**config.mk**
```make
export PLATFORM = sky130hd
export DESIGN_NAME = clk_div_monitor
export DESIGN_NICKNAME = d
export VERILOG_FILES = /design/src/rtl/clk_div_pkg.sv /design/src/rtl/sync_2ff.sv /design/src/rtl/clk_div_monitor.sv
export SDC_FILE = /design/constraint.sdc
export NUM_CORES = 1
export LEC_CHECK = 0
export BUFFER_PORTS_ARGS = -buffer_cell sky130_fd_sc_hd__clkbuf_2
export CAP_MARGIN = 0
export CORE_MARGIN = 1
export CORE_UTILIZATION = 55
export CTS_CLUSTER_SIZE = 40
export DETAILED_ROUTE_END_ITERATION = 8
export PLACE_DENSITY = 0.78
export SLEW_MARGIN = 5
export SYNTH_ARGS = -nofsm -noshare
export SYNTH_HDL_FRONTEND = slang
export SYNTH_SLANG_ARGS = --single-unit
```
**constraint.sdc**
```tcl
create_clock -name clk -period 3.4 [get_ports clk]
set_input_delay 0.51 -clock clk [delete_from_list [all_inputs] [get_ports clk]]
set_output_delay 0.51 -clock clk [all_outputs]
set_load 0.1 [all_outputs]
```
**src/rtl/clk_div_pkg.sv**
```systemverilog
// Shared types and defaults for the divided-clock monitor.
package clk_div_pkg;

  typedef enum logic [1:0] {
    ST_IDLE = 2'd0,
    ST_ARM  = 2'd1,
    ST_MEAS = 2'd2
  } mon_state_e;

  localparam int unsigned DEF_EXP_PERIOD = 3;
  localparam int unsigned DEF_TOL        = 0;

endpackage

```
**src/rtl/sync_2ff.sv**
```systemverilog
// Two-flop synchroniser for a single asynchronous level.
module sync_2ff (
  input  logic clk,
  input  logic rst_n,
  input  logic d_i,
  output logic q_o
);

  logic meta_q;
  logic sync_q;

  always_ff @(posedge clk or negedge rst_n) begin
    if (!rst_n) begin
      meta_q <= 1'b0;
      sync_q <= 1'b0;
    end else begin
      meta_q <= d_i;
      sync_q <= meta_q;
    end
  end

  assign q_o = sync_q;

endmodule

```
**src/rtl/clk_div_monitor.sv**
```systemverilog
// Measures period/high time of a divided clock in clk cycles and reports
// lock, mismatch and stall status against an expected divide ratio.
module clk_div_monitor
  import clk_div_pkg::*;
#(
  parameter int unsigned CNT_W      = 8,
  parameter int unsigned EXP_PERIOD = DEF_EXP_PERIOD,
  parameter int unsigned TOL        = DEF_TOL,
  parameter int unsigned LOCK_CNT   = 4,
  parameter int unsigned ERR_W      = 8
) (
  input  logic             clk,
  input  logic             rst_n,
  input  logic             en,
  input  logic             clk_in,
  output logic [CNT_W-1:0] period_o,
  output logic [CNT_W-1:0] high_o,
  output logic             meas_valid,
  output logic             locked,
  output logic             mismatch,
  output logic             stall,
  output logic [ERR_W-1:0] err_cnt
);

  localparam int unsigned DIFF_W = CNT_W + 1;
  localparam int unsigned MC_W   = $clog2(LOCK_CNT + 1);

  localparam logic [CNT_W-1:0]         CNT_MAX  = '1;
  localparam logic [ERR_W-1:0]         ERR_MAX  = '1;
  localparam logic [MC_W-1:0]          LOCK_VAL = MC_W'(LOCK_CNT);
  localparam logic signed [DIFF_W-1:0] EXP_S    = DIFF_W'(EXP_PERIOD);
  localparam logic [DIFF_W-1:0]        TOL_U    = DIFF_W'(TOL);

  mon_state_e state_q, state_d;

  logic              s;
  logic              s_d_q;
  logic              re_q;
  logic [CNT_W-1:0]  period_cnt_q, period_cnt_d;
  logic [CNT_W-1:0]  high_cnt_q, high_cnt_d;
  logic [CNT_W-1:0]  period_q, period_d;
  logic [CNT_W-1:0]  high_q, high_d;
  logic              meas_valid_q, meas_valid_d;
  logic              locked_q, locked_d;
  logic              mismatch_q, mismatch_d;
  logic              stall_q, stall_d;
  logic [ERR_W-1:0]  err_q, err_d;
  logic [MC_W-1:0]   match_cnt_q, match_cnt_d;

  logic signed [DIFF_W-1:0] diff;
  logic [DIFF_W-1:0]        abs_diff;
  logic                     is_match;

  sync_2ff u_sync (
    .clk   (clk),
    .rst_n (rst_n),
    .d_i   (clk_in),
    .q_o   (s)
  );

  // Edge detect; s_d_q also feeds the high counter so it lines up with re_q.
  always_ff @(posedge clk or negedge rst_n) begin
    if (!rst_n) begin
      s_d_q <= 1'b0;
      re_q  <= 1'b0;
    end else begin
      s_d_q <= s;
      re_q  <= s & ~s_d_q;
    end
  end

  assign diff     = $signed({1'b0, period_cnt_q}) - EXP_S;
  assign abs_diff = diff[DIFF_W-1] ? DIFF_W'(-diff) : DIFF_W'(diff);
  assign is_match = (abs_diff <= TOL_U);

  always_ff @(posedge clk or negedge rst_n) begin
    if (!rst_n) begin
      state_q      <= ST_IDLE;
      period_cnt_q <= '0;
      high_cnt_q   <= '0;
      period_q     <= '0;
      high_q       <= '0;
      meas_valid_q <= 1'b0;
      locked_q     <= 1'b0;
      mismatch_q   <= 1'b0;
      stall_q      <= 1'b0;
      err_q        <= '0;
      match_cnt_q  <= '0;
    end else begin
      state_q      <= state_d;
      period_cnt_q <= period_cnt_d;
      high_cnt_q   <= high_cnt_d;
      period_q     <= period_d;
      high_q       <= high_d;
      meas_valid_q <= meas_valid_d;
      locked_q     <= locked_d;
      mismatch_q   <= mismatch_d;
      stall_q      <= stall_d;
      err_q        <= err_d;
      match_cnt_q  <= match_cnt_d;
    end
  end

  always_comb begin
    state_d      = state_q;
    period_cnt_d = period_cnt_q;
    high_cnt_d   = high_cnt_q;
    period_d     = period_q;
    high_d       = high_q;
    meas_valid_d = 1'b0;
    locked_d     = locked_q;
    mismatch_d   = 1'b0;
    stall_d      = 1'b0;
    err_d        = err_q;
    match_cnt_d  = match_cnt_q;

    if (!en) begin
      state_d     = ST_IDLE;
      locked_d    = 1'b0;
      match_cnt_d = '0;
      err_d       = '0;
    end else begin
      unique case (state_q)
        ST_IDLE: state_d = ST_ARM;
        ST_ARM: begin
          if (re_q) begin
            period_cnt_d = CNT_W'(1);
            high_cnt_d   = CNT_W'(1);
            state_d      = ST_MEAS;
          end
        end
        ST_MEAS: begin
          // A rising edge wins over a simultaneous timeout.
          if (re_q) begin
            period_d     = period_cnt_q;
            high_d       = high_cnt_q;
            meas_valid_d = 1'b1;
            period_cnt_d = CNT_W'(1);
            high_cnt_d   = CNT_W'(1);
            if (is_match) begin
              if (match_cnt_q != LOCK_VAL) match_cnt_d = match_cnt_q + 1'b1;
              if (match_cnt_q >= LOCK_VAL - MC_W'(1)) locked_d = 1'b1;
            end else begin
              mismatch_d  = 1'b1;
              match_cnt_d = '0;
              locked_d    = 1'b0;
              if (locked_q && (err_q != ERR_MAX)) err_d = err_q + 1'b1;
            end
          end else if (period_cnt_q == CNT_MAX) begin
            stall_d     = 1'b1;
            locked_d    = 1'b0;
            match_cnt_d = '0;
            state_d     = ST_ARM;
          end else begin
            period_cnt_d = period_cnt_q + 1'b1;
            if (s_d_q) high_cnt_d = high_cnt_q + 1'b1;
          end
        end
        default: state_d = ST_IDLE;
      endcase
    end
  end

  assign period_o   = period_q;
  assign high_o     = high_q;
  assign meas_valid = meas_valid_q;
  assign locked     = locked_q;
  assign mismatch   = mismatch_q;
  assign stall      = stall_q;
  assign err_cnt    = err_q;

endmodule

```
# Word-level counts from Yosys, hierarchy flattened
# Cells that the tools add are included.
[totals]
register_bits = 53
in_bits = 4
output_inout_bits = 28
elab_cells = 95
[op_classes]
addsub = 6
magnitude_cmp = 2
n_eq_ne = 18
mux = 42
bitwise_logic = 2
n_reduce_logical = 10
[ops]
columns = ["operator", "count"]
rows = [
  ["$mux W8", 11],
  ["$pmux W8 S2", 2],
  ["$add A8 B1 Y8 const B", 3],
  ["$mux W3", 6],
  ["$ne A3 B3 Y1 const B", 6],
  ["$mux W1", 17],
  ["$reduce_and A3 Y1", 4],
  ["$le A9 B1 Y1 const B", 1],
  ["$mux W9", 1],
  ["$neg A9 Y9", 1],
  ["$sub A8 B2 Y9 const B", 1],
  ["$eq A8 B8 Y1 const B", 1],
  ["$mux W2", 4],
  ["$ne A4 B3 Y1 const B", 2],
  ["$ne A8 B8 Y1 const B", 1],
  ["$reduce_and A4 Y1", 2],
  ["$ne A2 B1 Y1 const B", 3],
  ["$pmux W2 S3", 1],
  ["$reduce_and A5 Y1", 1],
  ["$ne A2 B2 Y1 const B", 2],
  ["$add A3 B1 Y3 const B", 1],
  ["$ge A3 B2 Y1 const B", 1],
  ["$ne A3 B1 Y1 const B", 1],
  ["$eq A2 B1 Y1 const B", 1],
  ["other kinds (6)", 6],
]

# Longest topological paths before layout
[depth]
ltp_word = 8
mapped_depth = 8
ltp_nobuf = 7

# Modules after synthesis
# From an unflattened synthesis, not the netlist that was laid out.
[hier_totals]
hier_cells = 251
hier_area_um2 = 2568.7
[modules_own_cells]
columns = ["mod", "n_inst", "cells_each", "area_per_inst_um2", "seq_area_each_um2"]
rows = [
  ["clk_div_monitor", 1, 249, 2518.7, 1276.2],
  ["sync_2ff", 1, 2, 50.0, 50.0],
]

# Worst setup path before layout
# Ideal clock, no wire load.
[synth_path]
path_type = "flip-flop to flip-flop"
from = "register err_q[0], in the netlist err_cnt[0]"
to = "register err_q[5], in the netlist err_cnt[5]"
setup_time_ns = 0.080
arrival_time_ns = 2.232
t_required_ns = 3.320
setup_slack_ns = 1.088
path_stages_with_launch = 7
n_path_buf = 0
synth_period_minus_slack_ns = 2.312
cell_sequence = "dfrtp_1 -> ha_1 -> nand3_1 -> o2111ai_1 -> a21oi_2 -> nand4_1 -> mux2i_1"
[synth_via]
elab_chain_len = 6
word_cells_on_any_way = 10
[synth_rtl]
columns = ["item", "line", "source"]
rows = [
  ["start, declared", "clk_div_monitor.sv:47", "logic [ERR_W-1:0] err_q, err_d;"],
  ["start signal, assigned", "clk_div_monitor.sv:99", "err_q <= err_d;"],
  ["$add A8 B1 Y8", "clk_div_monitor.sv:147", "if (locked_q && (err_q != ERR_MAX)) err_d = err_q + 1'b1;"],
  ["$mux W8", "clk_div_monitor.sv:147", ""],
  ["$mux W8", "clk_div_monitor.sv:140", "if (is_match) begin"],
  ["$mux W8", "clk_div_monitor.sv:134", "if (re_q) begin"],
  ["$mux W8", "clk_div_monitor.sv:123", "unique case (state_q)"],
  ["$mux W8", "clk_div_monitor.sv:117", "if (!en) begin"],
]
# Parallel ways exist; a longest one is shown, timed or not. The select of a mux whose other input is x is not followed.
# A chain may end at the register's enable or synchronous reset.

# Worst setup path in the final report
[layout_path]
from = "register period_cnt_q[0]"
to = "register match_cnt_q[2]"
[layout_via]
elab_chain_len = 8
word_cells_on_any_way = 12
[layout_rtl]
columns = ["item", "line", "source"]
rows = [
  ["start, declared", "clk_div_monitor.sv:39", "logic [CNT_W-1:0] period_cnt_q, period_cnt_d;"],
  ["start signal, assigned", "clk_div_monitor.sv:91", "period_cnt_q <= period_cnt_d;"],
  ["$sub A8 B2 Y9", "clk_div_monitor.sv:72", "assign diff = $signed({1'b0, period_cnt_q}) - EXP_S;"],
  ["$neg A9 Y9", "clk_div_monitor.sv:73", "assign abs_diff = diff[DIFF_W-1] ? DIFF_W'(-diff) : DIFF_W'(diff);"],
  ["$mux W9", "clk_div_monitor.sv:73", ""],
  ["$le A9 B1 Y1", "clk_div_monitor.sv:74", "assign is_match = (abs_diff <= TOL_U);"],
  ["$mux W3", "clk_div_monitor.sv:140", ""],
  ["$mux W3", "clk_div_monitor.sv:134", ""],
  ["$mux W3", "clk_div_monitor.sv:123", ""],
  ["$mux W3", "clk_div_monitor.sv:117", ""],
  ["end signal, assigned", "clk_div_monitor.sv:100", "match_cnt_q <= match_cnt_d;"],
  ["end, declared", "clk_div_monitor.sv:48", "logic [MC_W-1:0] match_cnt_q, match_cnt_d;"],
]
# Parallel ways exist; a longest one is shown, timed or not. The select of a mux whose other input is x is not followed.

==> results <==
- The run finished with clean final reports.
- The family with the most delay on the worst path is simple AND/OR/NAND/NOR gates.
- The most used flip-flop cell after synthesis is sky130_fd_sc_hd__dfrtp_1.
- Counting the fill cells in the layout gives 369.
- The path category of the worst min-delay check is primary input to async pin.
- In the layout the commonest cells are sky130_fd_sc_hd__dfrtp_1, sky130_fd_sc_hd__clkbuf_2, sky130_fd_sc_hd__o21ai_0.
- The mean instance size in the synthesized netlist is 10.64 sq um.
- The post-route clock period utilization is 0.7150.
- Among the stages of the critical path, the cell type that occurs most often is sky130_fd_sc_hd__or3_1.
- The max capacitance violation total is 0.
- The delay of the slowest cell on the worst path is 0.52 ns.
- The post-route non-filler standard cell count is 327.
- The number of failing hold endpoints at the final stage is 0.
- The number of setup buffers added after CTS is 0.
- The height of the die is 70.86 microns.
- The largest voltage drop on the vdd net is 309.0 uV.
- The clock tree synthesis step divided the H-tree into 2 levels.
- The most frequent standard cell in the layout excluding fill and tap cells is sky130_fd_sc_hd__dfrtp_1.
- For this block, the routed nets add up to 4.763 mm of wire.
- The post-synthesis cell count is 245.
- The normalized max-slew margin is 0.4653.
- Of all flip-flops after synthesis, the portion carrying an async set or reset was 1.000.
- Pin placement for this block handled 32 I/O pins.
- The total number of yosys warnings is 0.
- For this design the ratio of total power to cell area is 392.4 nW/um^2.
- The number of buffers added to fix hold violations after cts is 0.
- The buffer cell driving the clock tree root is sky130_fd_sc_hd__clkbuf_8.
- The count of flip-flops with a built-in enable after synthesis is 0.
- The total CTS buffers is 5.
- The total congestion overflow after global routing is 0.
- The share of layout cells above drive strength 1 is 0.2509.
- The die covers 5020 sq um.
- After clock tree synthesis, the clock-pin slew on the worst setup and hold paths is 0.10 ns.
- The first-pass GRT wire length is 8.397 mm.
- The violation count after the first detailed-routing iteration is 112.
- The nature of the critical path endpoint is a register.
- The standard-cell row count is 24.
- The total count of max-transition violations in the final report is 0.
- The detailed placement HPWL is 3.366 mm.
- In the routed layout, each cell is associated on average with a via count of 5.823.
- The switching share of total power is 0.2740.
- The net switching power figure is 0.0003093 W.
- The clock sink count is 53.
- In this run, synthesis produced a sequential element count of 53.
- Setup repair after global routing left no endpoint under its margin.
- The slowest library cell on the worst path is sky130_fd_sc_hd__dfrtp_1.
- The final worst clock skew is 0.01162 ns.
- TritonCTS built the clock tree.
- At the pin with the least slew margin, the transition time is 0.8020 ns.
- Setup violations remaining at the end of the flow were counted as 0.
- The worst setup path is launched from a register.
- In this run the cell area of the synthesized design comes to 2608 sq um.
- The required time at the endpoint of the critical path is 3.62 ns.
- The core region is 4444 sq um.
- The post-route worst setup slack is 0.9688 ns.
- The worst setup path category is register to register.
- The signed area change from the synthesized netlist to the final layout is 10.32%.
- The maximum count of clock buffers along a single path is 2.
- The worst path in the final design needs a cycle of 2.431 ns, including I/O delays and setup.
- The starting density of the core is 0.5867.
- The critical path contains buffers and inverters numbering 0 combined.
- Across all hold checks on the routed design, the worst slack comes to 0.2799 ns.
- Data on the critical path arrives at its endpoint at 2.65 ns.
- The routed layout has 1,904 vias.
- In this run the horizontal extent of the chip is 70.86 microns.
- The via count of the first global-routing pass is 1,799.
- The worst slack at placement is 1.013 ns.
- Along the worst path, the maximum fanout reaches 10.
- The total iterations of the first detailed-routing run is 6.
- Dividing the detail-routed wire length by the instance count gives 14.57 microns.
- The share of total power dissipated in the clock network is 0.307.
- The count of buffers from port buffering is 31.
- The number of distinct library cells after synthesis is 44.
- Across every metal layer, demand over resource in global routing totals 0.2145.
- The clock latency on the worst-skew pair is 0.31 ns.
- In this run, placement finished with an instance count of 319.
- The weighted congestion reported at the end of routability-driven placement is 0.8217.
- The post-cts sizing count is 0.
- The share of power burned in registers is 0.595.
- The total number of nets in the final design is 285.
- Synthesis produced a netlist with a net count of 256.
- Setup total negative slack on the finished layout was measured at 0 ns.
- The part of the power in combinational logic is 0.098.
- Walking the worst path, the cells encountered are ha_1, nand2b_1, or3_1, a31oi_4, nand4_4, or3_1, o221ai_1.
- Cell internal power was estimated by the tool at 0.0008195 W.
- The highest clock rate is 411.3 MHz.
- In this run the static leakage power is 1.412 nW.
- The antenna diode count is 0.
- The portion of the post-synthesis area used by sequential elements is 0.5086.
- The pin count of the biggest net entering global routing is 34.
- The residual DRC count is 0.
- The initial antenna violation count came to 0.
- In this run the remaining antenna-violating nets after routing total 0.
-- worst register-to-register path: stages, from the launching register on --
cell	delay (ns)
sky130_fd_sc_hd__dfrtp_1	0.52
sky130_fd_sc_hd__ha_1	0.40
sky130_fd_sc_hd__nand2b_1	0.13
sky130_fd_sc_hd__or3_1	0.42
sky130_fd_sc_hd__a31oi_4	0.28
sky130_fd_sc_hd__nand4_4	0.16
sky130_fd_sc_hd__or3_1	0.36
sky130_fd_sc_hd__o221ai_1	0.09
-- path summary, 6_finish.rpt --
check / depth (start not counted) / from / to / slack (ns)
worst max register to register: 7 / period_cnt_q[0] / match_cnt_q[2] / 0.97
worst max-delay path: 7 / period_cnt_q[0] / match_cnt_q[2] / 0.97
worst min register to register: 0 / u_sync.q_o / s_d_q / 0.37
min in group clk: 1 / clk_in / u_sync.meta_q / 0.31
worst min-delay path: 1 / rst_n / state_q[1] / 0.28
max in group asynchronous: 2 / rst_n / period_cnt_q[2] / 2.36
-- state kept, by name (all words and copies together), names as in the netlist, 2 cells and up --
| name | count |
|---|---|
| period_o | 8 |
| state_q | 2 |
| high_o | 8 |
| match_cnt_q | 3 |
| err_cnt | 8 |
| high_cnt_q | 8 |
| period_cnt_q | 8 |
-- power by group through the flow --
stage	combinational [W]	sequential (W)	clock (W)
after floorplan	0.0000477	0.000715	0
after global placement	0.000111	0.000683	0
after detailed placement	0.000112	0.000684	0
after CTS	0.000112	0.000671	0.000354
after global routing	0.000124	0.000677	0.000374
final	0.000111	0.000671	0.000346
-- cells in the mapped netlist, types with 4 or more instances --
master                     instances  area share
sky130_fd_sc_hd__nand4_1           8       0.019
sky130_fd_sc_hd__ha_1              7       0.034
sky130_fd_sc_hd__nor2b_1           4      0.0096
sky130_fd_sc_hd__a21oi_1           7       0.013
sky130_fd_sc_hd__clkbuf_1          4      0.0058
sky130_fd_sc_hd__nand2b_1          4      0.0096
sky130_fd_sc_hd__dfrtp_1          53        0.51
sky130_fd_sc_hd__mux2_2           17       0.073
sky130_fd_sc_hd__buf_2             7       0.013
sky130_fd_sc_hd__nand2_1          22       0.032
sky130_fd_sc_hd__inv_1             7       0.010
sky130_fd_sc_hd__o21ai_0          26       0.050
sky130_fd_sc_hd__nor2_1           23       0.033
sky130_fd_sc_hd__nand3_1           9       0.017
sky130_fd_sc_hd__and3_1            6       0.014
-- layout make-up --
type | count | area [sq um] | share of cell area
clock inverters | 1 | 7.507 | 0.002610
repair buffers | 33 | 170.2 | 0.05916
well taps | 52 | 65.06 | 0.02262
multi-input cells | 174 | 1205 | 0.4189
inverters | 7 | 26.28 | 0.009134
clock buffers | 7 | 76.32 | 0.02653
flip-flops and latches | 53 | 1326 | 0.4611
-- kinds of logic (layout without fill, tap and decap cells) --
kind of cell               Yosys count  after routing  synth area share
and+or+nand+nor                     87             87            0.1718
muxes                               20             20           0.08493
adders and majority gates            7              7           0.03359
AOI/OAI and AO/OA                   55             55            0.1550
buffers and inverters               18             48           0.02927
xor gates and xnor gates             5              5           0.01680
DFF                                 53             53            0.5086
-- stage by stage --
stage / util / total power [W] / instance area, sq um
2_1_floorplan: - / 0.0007631 / 2608
3_3_place_gp: 0.6284 / 0.0007936 / 2793
3_5_place_dp: 0.6284 / 0.0007957 / 2793
4_1_cts: 0.6472 / 0.001137 / 2877
5_1_grt: 0.6472 / 0.001174 / 2877
6_report: 0.6472 / 0.001129 / 2877
-- per-layer routing --
| metal | up-vias | track usage | wire (microns) |
|---|---|---|---|
| met2 | 42 | 0.3333 | 2237 |
| met5 | - | 0 | 0 |
| met3 | 5 | 0.05271 | 189 |
| met4 | 0 | 0.05778 | 53 |
| li1 | 936 | - | - |
| met1 | 921 | 0.3046 | 2283 |
No activity file was read; power rests on OpenSTA's default activity.
